[src/rtl/axis_upsizer.sv]
// axis_upsizer: AXI-Stream width up-converter.
// Packs RATIO = DW_OUT/DW_IN narrow input beats into one wide output word.
// The first beat goes in lane 0, which holds the least-significant bits.
// s_tlast flushes a partial word early; the unwritten lanes read 0 and have
// keep=0. The output word sits in a register and supports full back-pressure.
//
// Ports:
//   clk, reset           single clock; asynchronous active-high reset
//   s_tdata/s_tvalid/s_tready/s_tlast   narrow input stream
//   m_tdata/m_tkeep/m_tvalid/m_tready/m_tlast   wide output stream
//
// Output stage states:
//   state     | meaning
//   OUT_EMPTY | no word held, m_tvalid=0
//   OUT_FULL  | word held in output register, m_tvalid=1
module axis_upsizer #(
   parameter  int DW_IN  = 8,
   parameter  int DW_OUT = 32,
   localparam int RATIO  = DW_OUT / DW_IN
) (
   input  logic              clk,
   input  logic              reset,
   input  logic [DW_IN-1:0]  s_tdata,
   input  logic              s_tvalid,
   output logic              s_tready,
   input  logic              s_tlast,
   output logic [DW_OUT-1:0] m_tdata,
   output logic [RATIO-1:0]  m_tkeep,
   output logic              m_tvalid,
   input  logic              m_tready,
   output logic              m_tlast
);

   localparam int CNT_W = (RATIO > 1) ? $clog2(RATIO) : 1;
   localparam logic [CNT_W-1:0] CNT_LAST = CNT_W'(RATIO - 1);

   if ((DW_IN < 1) || (DW_OUT < DW_IN) || ((DW_OUT % DW_IN) != 0)) begin : g_bad_width
      $error("axis_upsizer: DW_OUT must be a positive integer multiple of DW_IN");
   end

   typedef enum logic {
      OUT_EMPTY = 1'b0,
      OUT_FULL  = 1'b1
   } out_state_t;

   out_state_t        state_q, state_d;
   logic [CNT_W-1:0]  cnt_q, cnt_d;
   logic [DW_OUT-1:0] acc_q, acc_d;
   logic [RATIO-1:0]  keep_q, keep_d;
   logic [DW_OUT-1:0] data_q, data_d;
   logic [RATIO-1:0]  tkeep_q, tkeep_d;
   logic              tlast_q, tlast_d;

   logic              in_hs;
   logic              complete;
   logic [DW_OUT-1:0] acc_merge;
   logic [RATIO-1:0]  keep_merge;

   // Input is held off whenever the output register cannot take a new word,
   // even for beats that would not complete one. This keeps the pack stage
   // simple: a completing beat can always load the output register.
   assign s_tready = !reset && ((state_q == OUT_EMPTY) || m_tready);
   assign m_tvalid = (state_q == OUT_FULL);
   assign m_tdata  = data_q;
   assign m_tkeep  = tkeep_q;
   assign m_tlast  = tlast_q;

   assign in_hs    = s_tvalid && s_tready;
   assign complete = in_hs && (s_tlast || (cnt_q == CNT_LAST));

   // Current beat merged into the accumulator. s_tdata only reaches the
   // registers through the in_hs-qualified paths below, so garbage on an
   // idle bus never lands in the accumulator.
   always_comb begin
      acc_merge  = acc_q;
      keep_merge = keep_q;
      for (int k = 0; k < RATIO; k++) begin
         if (cnt_q == CNT_W'(k)) begin
            acc_merge[k*DW_IN +: DW_IN] = s_tdata;
            keep_merge[k]               = 1'b1;
         end
      end
   end

   always_comb begin
      cnt_d  = cnt_q;
      acc_d  = acc_q;
      keep_d = keep_q;
      if (in_hs) begin
         if (complete) begin
            cnt_d  = '0;
            acc_d  = '0;
            keep_d = '0;
         end else begin
            cnt_d  = cnt_q + CNT_W'(1);
            acc_d  = acc_merge;
            keep_d = keep_merge;
         end
      end
   end

   always_comb begin
      state_d = state_q;
      data_d  = data_q;
      tkeep_d = tkeep_q;
      tlast_d = tlast_q;
      case (state_q)
         OUT_EMPTY: begin
            if (complete) begin
               state_d = OUT_FULL;
               data_d  = acc_merge;
               tkeep_d = keep_merge;
               tlast_d = s_tlast;
            end
         end
         OUT_FULL: begin
            // A completing beat here implies m_tready (s_tready gating), so
            // the held word drains and the new one loads with no bubble.
            if (complete) begin
               data_d  = acc_merge;
               tkeep_d = keep_merge;
               tlast_d = s_tlast;
            end else if (m_tready) begin
               state_d = OUT_EMPTY;
            end
         end
         default: state_d = OUT_EMPTY;
      endcase
   end

   always_ff @(posedge clk or posedge reset) begin
      if (reset) begin
         state_q <= OUT_EMPTY;
         cnt_q   <= '0;
         acc_q   <= '0;
         keep_q  <= '0;
         data_q  <= '0;
         tkeep_q <= '0;
         tlast_q <= 1'b0;
      end else begin
         state_q <= state_d;
         cnt_q   <= cnt_d;
         acc_q   <= acc_d;
         keep_q  <= keep_d;
         data_q  <= data_d;
         tkeep_q <= tkeep_d;
         tlast_q <= tlast_d;
      end
   end

endmodule

[config.mk]
export PLATFORM = sky130hd
export DESIGN_NAME = axis_upsizer
export DESIGN_NICKNAME = d
export VERILOG_FILES = /design/src/rtl/axis_upsizer.sv
export SDC_FILE = /design/constraint.sdc
export NUM_CORES = 1
export LEC_CHECK = 0
export BUFFER_PORTS_ARGS = -buffer_cell sky130_fd_sc_hd__buf_2
export CAP_MARGIN = 20
export CORE_MARGIN = 2
export CORE_UTILIZATION = 40
export DETAILED_ROUTE_END_ITERATION = 8
export PLACE_DENSITY = 0.7
export SYNTH_ARGS = -nofsm -noshare
export SYNTH_HDL_FRONTEND = slang
export SYNTH_SLANG_ARGS = --single-unit
[constraint.sdc]
create_clock -name clk -period 4.2 [get_ports clk]
set_input_delay 0.63 -clock clk [delete_from_list [all_inputs] [get_ports clk]]
set_output_delay 0.63 -clock clk [all_outputs]
set_load 0.05 [all_outputs]
==> results of run 1 <==
==> flip-flops by register name, summed over array words and instances (netlist names) <==
signal / count
keep_q: 4
acc_q: 32
m_tkeep: 4
m_tvalid: 1
m_tlast: 1
cnt_q: 2
m_tdata: 32
==> critical path, cell delays in order, from the launching register on <==
cell and delay, ns:
sky130_fd_sc_hd__dfrtp_1 0.38, sky130_fd_sc_hd__ha_1 0.55, sky130_fd_sc_hd__or2_1 0.52, sky130_fd_sc_hd__buf_4 0.40, sky130_fd_sc_hd__o211ai_2 0.22, sky130_fd_sc_hd__a22o_1 0.27
==> report_power, final <==
part	switching, mW	internal [mW]
registers	0.0895	0.888
logic	0.662	0.249
clock network	0.252	0.288
total	1.00	1.42
==> worst min-delay path by stage <==
stage,startpoint,end,slack [ns],cells past startpoint
final,reset,acc_q[25],0.14,2
after global routing,reset,acc_q[25],0.13,2
after CTS,reset,acc_q[25],0.13,2
after global placement,acc_q[29],acc_q[29],0.47,1
after detailed placement,acc_q[29],acc_q[29],0.47,1
after floorplan,acc_q[24],acc_q[24],0.45,1
==> cells by family after synthesis <==
logic type | after synthesis | share of synthesized area
buf+inv | 30 | 0.04649
fa+ha+maj | 4 | 0.01476
flops | 76 | 0.5609
mux | 33 | 0.09742
compound gates | 104 | 0.2247
simple gates | 32 | 0.05573
==> metal layers <==
metal | up-vias | part of all wire | track usage
met5 | - | 0 | 0
met4 | 0 | 0.017 | 0.07143
met3 | 13 | 0.071 | 0.04385
met2 | 85 | 0.46 | 0.2674
met1 | 1228 | 0.46 | 0.2645
li1 | 1119 | - | -
==> cell type report <==
cell class                      count  area (um^2)
Clock inverter                      2        35.03
Timing Repair Buffer               56        292.8
Sequential cell                    76         1902
Multi-Input combinational cell    173         1334
Inverter                            3        11.26
Clock buffer                       13        148.9
Tap cell                          105        131.4
Fill cell                         747         4362
==> cell usage in the layout, fill, tap and decap left out, types with 2 or more instances in the layout <==
| master | count |
|---|---|
| sky130_fd_sc_hd__a21oi_1 | 16 |
| sky130_fd_sc_hd__a21oi_2 | 20 |
| sky130_fd_sc_hd__a22o_1 | 25 |
| sky130_fd_sc_hd__a31oi_1 | 38 |
| sky130_fd_sc_hd__and2_1 | 11 |
| sky130_fd_sc_hd__and4_1 | 3 |
| sky130_fd_sc_hd__buf_2 | 51 |
| sky130_fd_sc_hd__buf_4 | 5 |
| sky130_fd_sc_hd__clkbuf_1 | 3 |
| sky130_fd_sc_hd__clkbuf_8 | 10 |
| sky130_fd_sc_hd__dfrtp_1 | 76 |
| sky130_fd_sc_hd__ha_1 | 4 |
| sky130_fd_sc_hd__inv_1 | 2 |
| sky130_fd_sc_hd__mux2i_1 | 33 |
| sky130_fd_sc_hd__nand3_1 | 3 |
| sky130_fd_sc_hd__nor2_1 | 8 |
| sky130_fd_sc_hd__o211ai_2 | 3 |
==> results.json, run 1 <==
{
  "post_layout_nonfiller_instances": 428,
  "dieArea_mm2": 0.009229,
  "ff2ff_setup_slack_ns": 1.73,
  "postCtsSetupRepairBufs": 0,
  "synth_area_leaders": "sky130_fd_sc_hd__dfrtp_1 56%, sky130_fd_sc_hd__mux2i_1 9.7%, sky130_fd_sc_hd__a31oi_1 7.0%, sky130_fd_sc_hd__a22o_1 6.5%, sky130_fd_sc_hd__a21oi_2 5.2%",
  "crit_path_end_kind": "register",
  "grt_setup_unrepaired": "false",
  "hold_viol": 0,
  "post_route_setup_tns_ns": 0,
  "p_leak_nw": 1.731,
  "placeableCoreArea_mm2": 0.008217,
  "synthArstFlopShare": 1.000,
  "status": "finished clean",
  "first_pass_iters": 4,
  "grt_overflow": 0,
  "worstSetupPathType": "reg2reg",
  "end_of_the_critical_path": "acc_q[10]",
  "drc_errors": 0,
  "crit_path_start": "cnt_q[0]",
  "global_route.usage.total": 0.1836,
  "route.final.wire_length_um": 7774,
  "power.ir.vdd_worst_uv": 378.0,
  "synth_seq_area_share": 0.5609,
  "cts_num_sinks": 76,
  "number_of_maximum_capacitance_violations": 0,
  "synth_most_common_cell": "sky130_fd_sc_hd__dfrtp_1",
  "gp_weighted_congestion": 0.8034,
  "initialDrtViolationCount": 150,
  "antenna_violating_nets_post_route": 0,
  "ff2ff_path_depth": 5,
  "detail_route.vias_per_cell": 5.713,
  "slew_viol_final": 0,
  "clock_tree.buffer_depth": 2,
  "synthToLayoutAreaGrowth_pct": 13.69,
  "hpwlAfterDp_um": 4928,
  "synth.top_cell.area_share": 0.5609,
  "critPathLaunchType": "register",
  "insertion_delay_ns": 0.35,
  "crit_path_max_fanout": 27,
  "die_height_um": 96.07,
  "cts.hold.buffers_added": 0,
  "grt_antenna_before_repair": 0,
  "cell_types_with_the_highest_counts_after_synthesis": "76 x sky130_fd_sc_hd__dfrtp_1, 38 x sky130_fd_sc_hd__a31oi_1, 33 x sky130_fd_sc_hd__mux2i_1",
  "postLayoutCellArea_mm2": 0.003855,
  "finish.net_count": 336,
  "cp_data_required_time_ns": 4.43,
  "grt_pass1_wl_um": 12630,
  "setup-violations-final": 0,
  "post-route-min-period_ns": 2.467,
  "root_buffer": "sky130_fd_sc_hd__clkbuf_8",
  "min_period_over_period": 0.5875,
  "layout-drive-gt1-share": 0.2910,
  "synth_instances": 279,
  "ys.warnings.count": 0,
  "timing.clock.skew_ns": 0.008581,
  "worst_slew_pin_slew_ns": 0.9069,
  "r2r_start": "cnt_q[0]",
  "starting_density_of_the_core": 0.4127,
  "postPlaceCellArea_mm2": 0.003671,
  "report.power.total_mw": 2.428,
  "synth_area_leader_cell": "sky130_fd_sc_hd__dfrtp_1",
  "grt_start_max_net_pins": 76,
  "rows": 33,
  "count_of_input_and_output_buffers": 51,
  "r2r-end": "acc_q[10]",
  "pwr_cell_area_mw_per_mm2": 629.7,
  "crit_arrival_ns": 2.70,
  "fin_hold_ws_ns": 0.1373,
  "antenna-diode-count": 0,
  "synthesis.area_per_instance_um2": 12.15,
  "cts.reportedPaths.clkPinSlew_ns": 0.07,
  "worst_min_path_class": "in2async",
  "wl_per_cell_um": 18.16,
  "ys_seq_elements": 76,
  "tritoncts": "built",
  "fmaxAchievable_ghz": 0.4053,
  "synth_nets": 296,
  "postSynth.topFlopCell": "sky130_fd_sc_hd__dfrtp_1",
  "post_route_setup_slack_ns": 1.733,
  "place_inst": 413,
  "io_pins": 52,
  "h_tree_levels": 3,
  "fin_util": 0.4692,
  "cts_resized": 0,
  "number_of_enable_flip_flop_cells_after_synthesis": 0,
  "yosysUniqueCellTypes": 27,
  "detailroute.via_count": 2445,
  "synth.cell_area_mm2": 0.003391,
  "cts_buffers": 9,
  "grt_pass1_vias": 2416,
  "post-place-ws_ns": 1.759,
  "slew_headroom": 0.3954,
  "die-width_um": 96.07
}
(Power assumes the default switching activity.)
==> run 2, diff against run 1 <==
==> constraint.sdc (replaced) <==
create_clock -name clk -period 2.3 [get_ports clk]
set_input_delay 0.345 -clock clk [delete_from_list [all_inputs] [get_ports clk]]
set_output_delay 0.345 -clock clk [all_outputs]
set_load 0.05 [all_outputs]
==> run 2 against run 1 <==
  * Clock power up 93%
  * Combinational power up 86%
  * Register-to-register slack worse by 1.4 ns
  * First-iteration DRC count down 2.7%
  * Largest power group unchanged
  * Worst hold slack better by 0.15 ns
  * Fmax up 24%
  * Count of clock-buffer cells in the layout down 2
  * Wire length up 1.4%
  * Core utilization up 0.93 points
  * Power up 86%
  * Critical path depth down 1
==> results.json, run 2 (synthesis results as in run 1) <==
{
  "status": "finished clean",
  "grt_start_max_net_pins": 77,
  "grt_pass1_vias": 2421,
  "post_layout_nonfiller_instances": 436,
  "finish.net_count": 343,
  "io_pins": 52,
  "detailroute.via_count": 2465,
  "fin_hold_ws_ns": 0.2835,
  "worst_min_path_class": "in2reg",
  "pwr_cell_area_mw_per_mm2": 1148,
  "grt_setup_unrepaired": "false",
  "worstSetupPathType": "reg2reg",
  "crit_path_max_fanout": 38,
  "most_frequent_standard_cell_in_the_layout_excluding_fill_and_tap_cells": "sky130_fd_sc_hd__dfrtp_1",
  "initialDrtViolationCount": 146,
  "nFillCells": 773,
  "cts_num_sinks": 76,
  "hpwlAfterDp_um": 5043,
  "die_height_um": 96.07,
  "place_inst": 420,
  "pwr-share-comb": 0.376,
  "layout-drive-gt1-share": 0.3202,
  "timing.clock.skew_ns": 0.004547,
  "route.final.wire_length_um": 7882,
  "post_route_setup_tns_ns": 0,
  "min_period_over_period": 0.8669,
  "antenna-diode-count": 0,
  "crit_arrival_ns": 2.20,
  "dieArea_mm2": 0.009229,
  "detail_route.vias_per_cell": 5.654,
  "cp_data_required_time_ns": 2.50,
  "worst_slew_pin_slew_ns": 0.9394,
  "rows": 33,
  "tritoncts": "built",
  "root_buffer": "sky130_fd_sc_hd__clkbuf_8",
  "grt_antenna_before_repair": 0,
  "critPathLaunchType": "register",
  "hold_viol": 0,
  "slew_viol_final": 0,
  "cts.hold.buffers_added": 0,
  "cts_buffers": 9,
  "first_pass_iters": 4,
  "grt_overflow": 0,
  "count_of_input_and_output_buffers": 51,
  "final_cell_mix": "76 x sky130_fd_sc_hd__dfrtp_1, 51 x sky130_fd_sc_hd__buf_2, 38 x sky130_fd_sc_hd__a31oi_1",
  "gp_weighted_congestion": 0.7404,
  "drc_errors": 0,
  "insertion_delay_ns": 0.35,
  "p_leak_nw": 1.779,
  "cts.reportedPaths.clkPinSlew_ns": 0.08,
  "cts_resized": 0,
  "power.ir.vdd_worst_uv": 616.8,
  "share_of_power_burned_in_registers": 0.394,
  "clock_power_share": 0.230,
  "antenna_violating_nets_post_route": 0,
  "grt_pass1_wl_um": 12830,
  "fmaxAchievable_ghz": 0.5015,
  "die-width_um": 96.07,
  "clock_tree.buffer_depth": 2,
  "global_route.usage.total": 0.1877,
  "fin_util": 0.4785,
  "slew_headroom": 0.3737,
  "wl_per_cell_um": 18.08,
  "number_of_maximum_capacitance_violations": 0,
  "power.internal_mw": 2.647,
  "seq_area_mm2": 0.001902,
  "crit_path_end_kind": "register",
  "setup-violations-final": 0,
  "synthToLayoutAreaGrowth_pct": 15.94,
  "p_sw_mw": 1.864,
  "placeableCoreArea_mm2": 0.008217,
  "h_tree_levels": 3,
  "starting_density_of_the_core": 0.4127,
  "power.switching_fraction": 0.4132,
  "post-route-min-period_ns": 1.994,
  "multiInputGateArea_mm2": 0.001336,
  "postCtsSetupRepairBufs": 0
}
-- run 2: changes by cell type in the layout (fill, tap and decap cells not counted) --
| cell | previous run | this run |
|---|---|---|
| sky130_fd_sc_hd__inv_2 | 1 | 0 |
| sky130_fd_sc_hd__and2_1 | 11 | 10 |
| sky130_fd_sc_hd__buf_4 | 5 | 12 |
| sky130_fd_sc_hd__clkinv_2 | 1 | 4 |
| sky130_fd_sc_hd__and2_4 | 0 | 1 |
| sky130_fd_sc_hd__clkbuf_8 | 10 | 11 |
| sky130_fd_sc_hd__clkbuf_1 | 3 | 0 |
| sky130_fd_sc_hd__clkinvlp_4 | 0 | 1 |
-- run 2: cell type report --
cell class | count | area share
Timing Repair Buffer | 63 | 0.08784
Sequential cell | 76 | 0.4838
Clock buffer | 11 | 0.03851
Clock inverter | 5 | 0.01273
Inverter | 3 | 0.003819
Tap cell | 105 | 0.03342
Multi-Input combinational cell | 173 | 0.3399
-- run 2: critical path, stage by stage, from the launching register on --
cell and delay, ns:
sky130_fd_sc_hd__dfrtp_1 0.39, sky130_fd_sc_hd__ha_1 0.17, sky130_fd_sc_hd__or2_1 0.49, sky130_fd_sc_hd__and3_4 0.65, sky130_fd_sc_hd__a21oi_1 0.15
-- run 2: worst paths after layout --
check / endpoint / start / slack, ns / cells after the start
worst min-delay path: m_tlast / s_tlast / 0.28 / 2
max in group asynchronous: m_tdata[17] / reset / 1.35 / 3
worst max register to register: m_tkeep[0] / cnt_q[1] / 0.31 / 4
worst max-delay path: m_tkeep[0] / cnt_q[1] / 0.31 / 4
worst min register to register: acc_q[29] / acc_q[29] / 0.49 / 1
min in group asynchronous: acc_q[25] / reset / 0.36 / 3
-- run 2: per-stage QoR --
stage | worst slack (ns) | instance area [um^2] | power, mW
global route | 0.1661 | 3931 | 4.749
global placement | 0.4110 | 3730 | 3.485
CTS | 0.3229 | 3931 | 4.565
detailed placement | 0.3329 | 3730 | 3.510
floorplan | 0.06841 | 3397 | 3.109
finish | 0.3060 | 3931 | 4.512
-- run 2: power by group through the flow --
| stage | clock [mW] | combinational (mW) | sequential, mW |
|---|---|---|---|
| detailed placement | 0 | 1.71 | 1.80 |
| floorplan | 0 | 0.630 | 2.48 |
| global placement | 0 | 1.69 | 1.80 |
| global route | 1.13 | 1.81 | 1.81 |
| finish | 1.04 | 1.69 | 1.78 |
| CTS | 1.08 | 1.71 | 1.78 |
-- run 2: routing by layer --
layer	GRT usage	share of wire
met1	0.2696	0.47
met2	0.2737	0.45
met3	0.05090	0.058
met5	0	0
met4	0.06429	0.014
==> run 3, diff against run 2 <==
--- a/config.mk
+++ b/config.mk
@@ -10,7 +10,7 @@
 export CORE_MARGIN = 2
 export CORE_UTILIZATION = 40
 export DETAILED_ROUTE_END_ITERATION = 8
-export PLACE_DENSITY = 0.7
+export PLACE_DENSITY_LB_ADDON = 0.2
 export SYNTH_ARGS = -nofsm -noshare
 export SYNTH_HDL_FRONTEND = slang
 export SYNTH_SLANG_ARGS = --single-unit
==> run 3 against run 2 <==
  * Final cell count decreased by 0.23%
  * Wire length increased by 0.77%
  * Sequential power about the same
  * First-iteration DRC count increased by 12%
  * Highest routed layer unchanged
==> results.json, run 3 (synthesis results as in run 1) <==
{
  "min_period_over_period": 0.8741,
  "hpwlAfterDp_um": 4928,
  "grt_setup_unrepaired": "false",
  "global_route_met2_usage": 0.2645,
  "cts.reportedPaths.clkPinSlew_ns": 0.08,
  "status": "finished clean",
  "slew_headroom": 0.3595,
  "route.final.wire_length_um": 7943,
  "setup-violations-final": 0,
  "worst_min_path_class": "in2reg",
  "crit_arrival_ns": 2.24,
  "p_leak_nw": 1.750,
  "count_of_input_and_output_buffers": 51,
  "crit_chain": "ha_1 -> or2_1 -> buf_4 -> nand3_1 -> and2_1",
  "first_pass_iters": 4,
  "worstHoldEndpoint": "m_tlast",
  "ff2ff_path_depth": 5,
  "cp_data_required_time_ns": 2.53,
  "synthToLayoutAreaGrowth_pct": 14.58,
  "r2r_start": "cnt_q[0]",
  "insertion_delay_ns": 0.34,
  "rows": 33,
  "crit_path_start": "cnt_q[0]",
  "number_of_maximum_capacitance_violations": 0,
  "hp-start": "s_tlast",
  "placeableCoreArea_mm2": 0.008217,
  "timing.clock.skew_ns": 0.01020,
  "detailroute.via_count": 2463,
  "antenna-diode-count": 0,
  "crit_path_max_incr_delay_ns": 0.40,
  "antenna_violating_nets_post_route": 0,
  "timing.hold.worst_path_depth": 2,
  "critPathLaunchType": "register",
  "power.ir.vdd_worst_uv": 479.4,
  "h_tree_levels": 3,
  "worst_path_max_delay_cell": "sky130_fd_sc_hd__or2_1",
  "grt_pass1_vias": 2422,
  "root_buffer": "sky130_fd_sc_hd__clkbuf_8",
  "wl_per_cell_um": 18.26,
  "most_frequent_standard_cell_in_the_layout_excluding_fill_and_tap_cells": "sky130_fd_sc_hd__dfrtp_1",
  "clock_tree.buffer_depth": 2,
  "die_height_um": 96.07,
  "r2r-end": "acc_q[31]",
  "post-route-min-period_ns": 2.010,
  "finish.net_count": 342,
  "use_met1": 0.2787,
  "cts_num_sinks": 76,
  "slew_viol_final": 0,
  "layout-drive-gt1-share": 0.3061,
  "postCtsSetupRepairBufs": 0,
  "crit_path_max_fanout": 22,
  "detail_route.vias_per_cell": 5.662,
  "tritoncts": "built",
  "drc_errors": 0,
  "cts_buffers": 9,
  "grt_overflow": 0,
  "report.power.total_mw": 4.360,
  "io_pins": 52,
  "crit_path_end_kind": "register",
  "die-width_um": 96.07,
  "globalRoute.busiestLayer": "met1",
  "global_route.usage.total": 0.1879,
  "cts.hold.buffers_added": 0,
  "grt_pass1_wl_um": 13020,
  "post_route_setup_tns_ns": 0,
  "gp_weighted_congestion": 0.7654,
  "grt_start_max_net_pins": 77,
  "final_cell_mix": "76 x sky130_fd_sc_hd__dfrtp_1, 51 x sky130_fd_sc_hd__buf_2, 38 x sky130_fd_sc_hd__a31oi_1",
  "initialDrtViolationCount": 163,
  "grt_antenna_before_repair": 0,
  "ff2ff_setup_slack_ns": 0.29,
  "worstSetupPathType": "reg2reg",
  "grt_use_met3": 0.05717,
  "fmaxAchievable_ghz": 0.4974,
  "hold_viol": 0,
  "worst_slew_pin_slew_ns": 0.9608,
  "pwr_cell_area_mw_per_mm2": 1122,
  "starting_density_of_the_core": 0.4127,
  "dieArea_mm2": 0.009229,
  "cts_resized": 0
}
run 3: cell types whose count changed in the layout (fill, tap and decap cells not counted), sizes merged:
cell    delta
buf        -1
bufinv     -1
clkbuf     +3
clkinv     -2
run 3: report_power, final:
group          internal, mW  total [mW]  switching (mW)
Clock                 0.421       0.893           0.472
Combinational         0.472        1.70            1.22
Sequential             1.62        1.77           0.152
run 3: per-stage QoR:
step	worst slack (ns)	hold WS [ns]	util	std cells	instance area, um^2
after floorplan	0.06841	0.4528	-	279	3397
after global placement	0.3640	0.4682	0.4530	419	3722
after detailed placement	0.2717	0.4701	0.4530	419	3722
after CTS	0.2489	0.2774	0.4728	435	3885
after global routing	0.08033	0.2745	0.4728	435	3885
final	0.2895	0.2855	0.4728	435	3885
run 3: worst max-delay path by stage:
stage	endpoint	slack, ns	depth (start not counted)
floorplan	s_tready	0.07	2
global placement	acc_q[30]	0.36	5
detailed placement	acc_q[31]	0.27	5
CTS	acc_q[31]	0.25	5
global route	acc_q[30]	0.08	5
finish	acc_q[31]	0.29	5
run 3: worst max-delay path: cells and delay by family, from the launching register on:
kind | cells | cell delay, ns
adders and majority gates | 1 | 0.17
buffers and inverters | 1 | 0.36
DFF | 1 | 0.38
and+or+nand+nor | 3 | 0.99
run 3: layout make-up:
class | count | area (um^2)
Fill cell | 776 | 4332
Sequential cell | 76 | 1902
Multi-Input combinational cell | 173 | 1336
Timing Repair Buffer | 62 | 337.8
Clock buffer | 14 | 152.6
Tap cell | 105 | 131.4
Inverter | 3 | 15.01
Clock inverter | 2 | 10.01
run 3: routing by layer:
| layer | part of all wire | vias to the layer above |
|---|---|---|
| met5 | 0 | - |
| met4 | 0.017 | 0 |
| met3 | 0.058 | 9 |
| met2 | 0.44 | 73 |
| met1 | 0.48 | 1240 |
| li1 | - | 1141 |
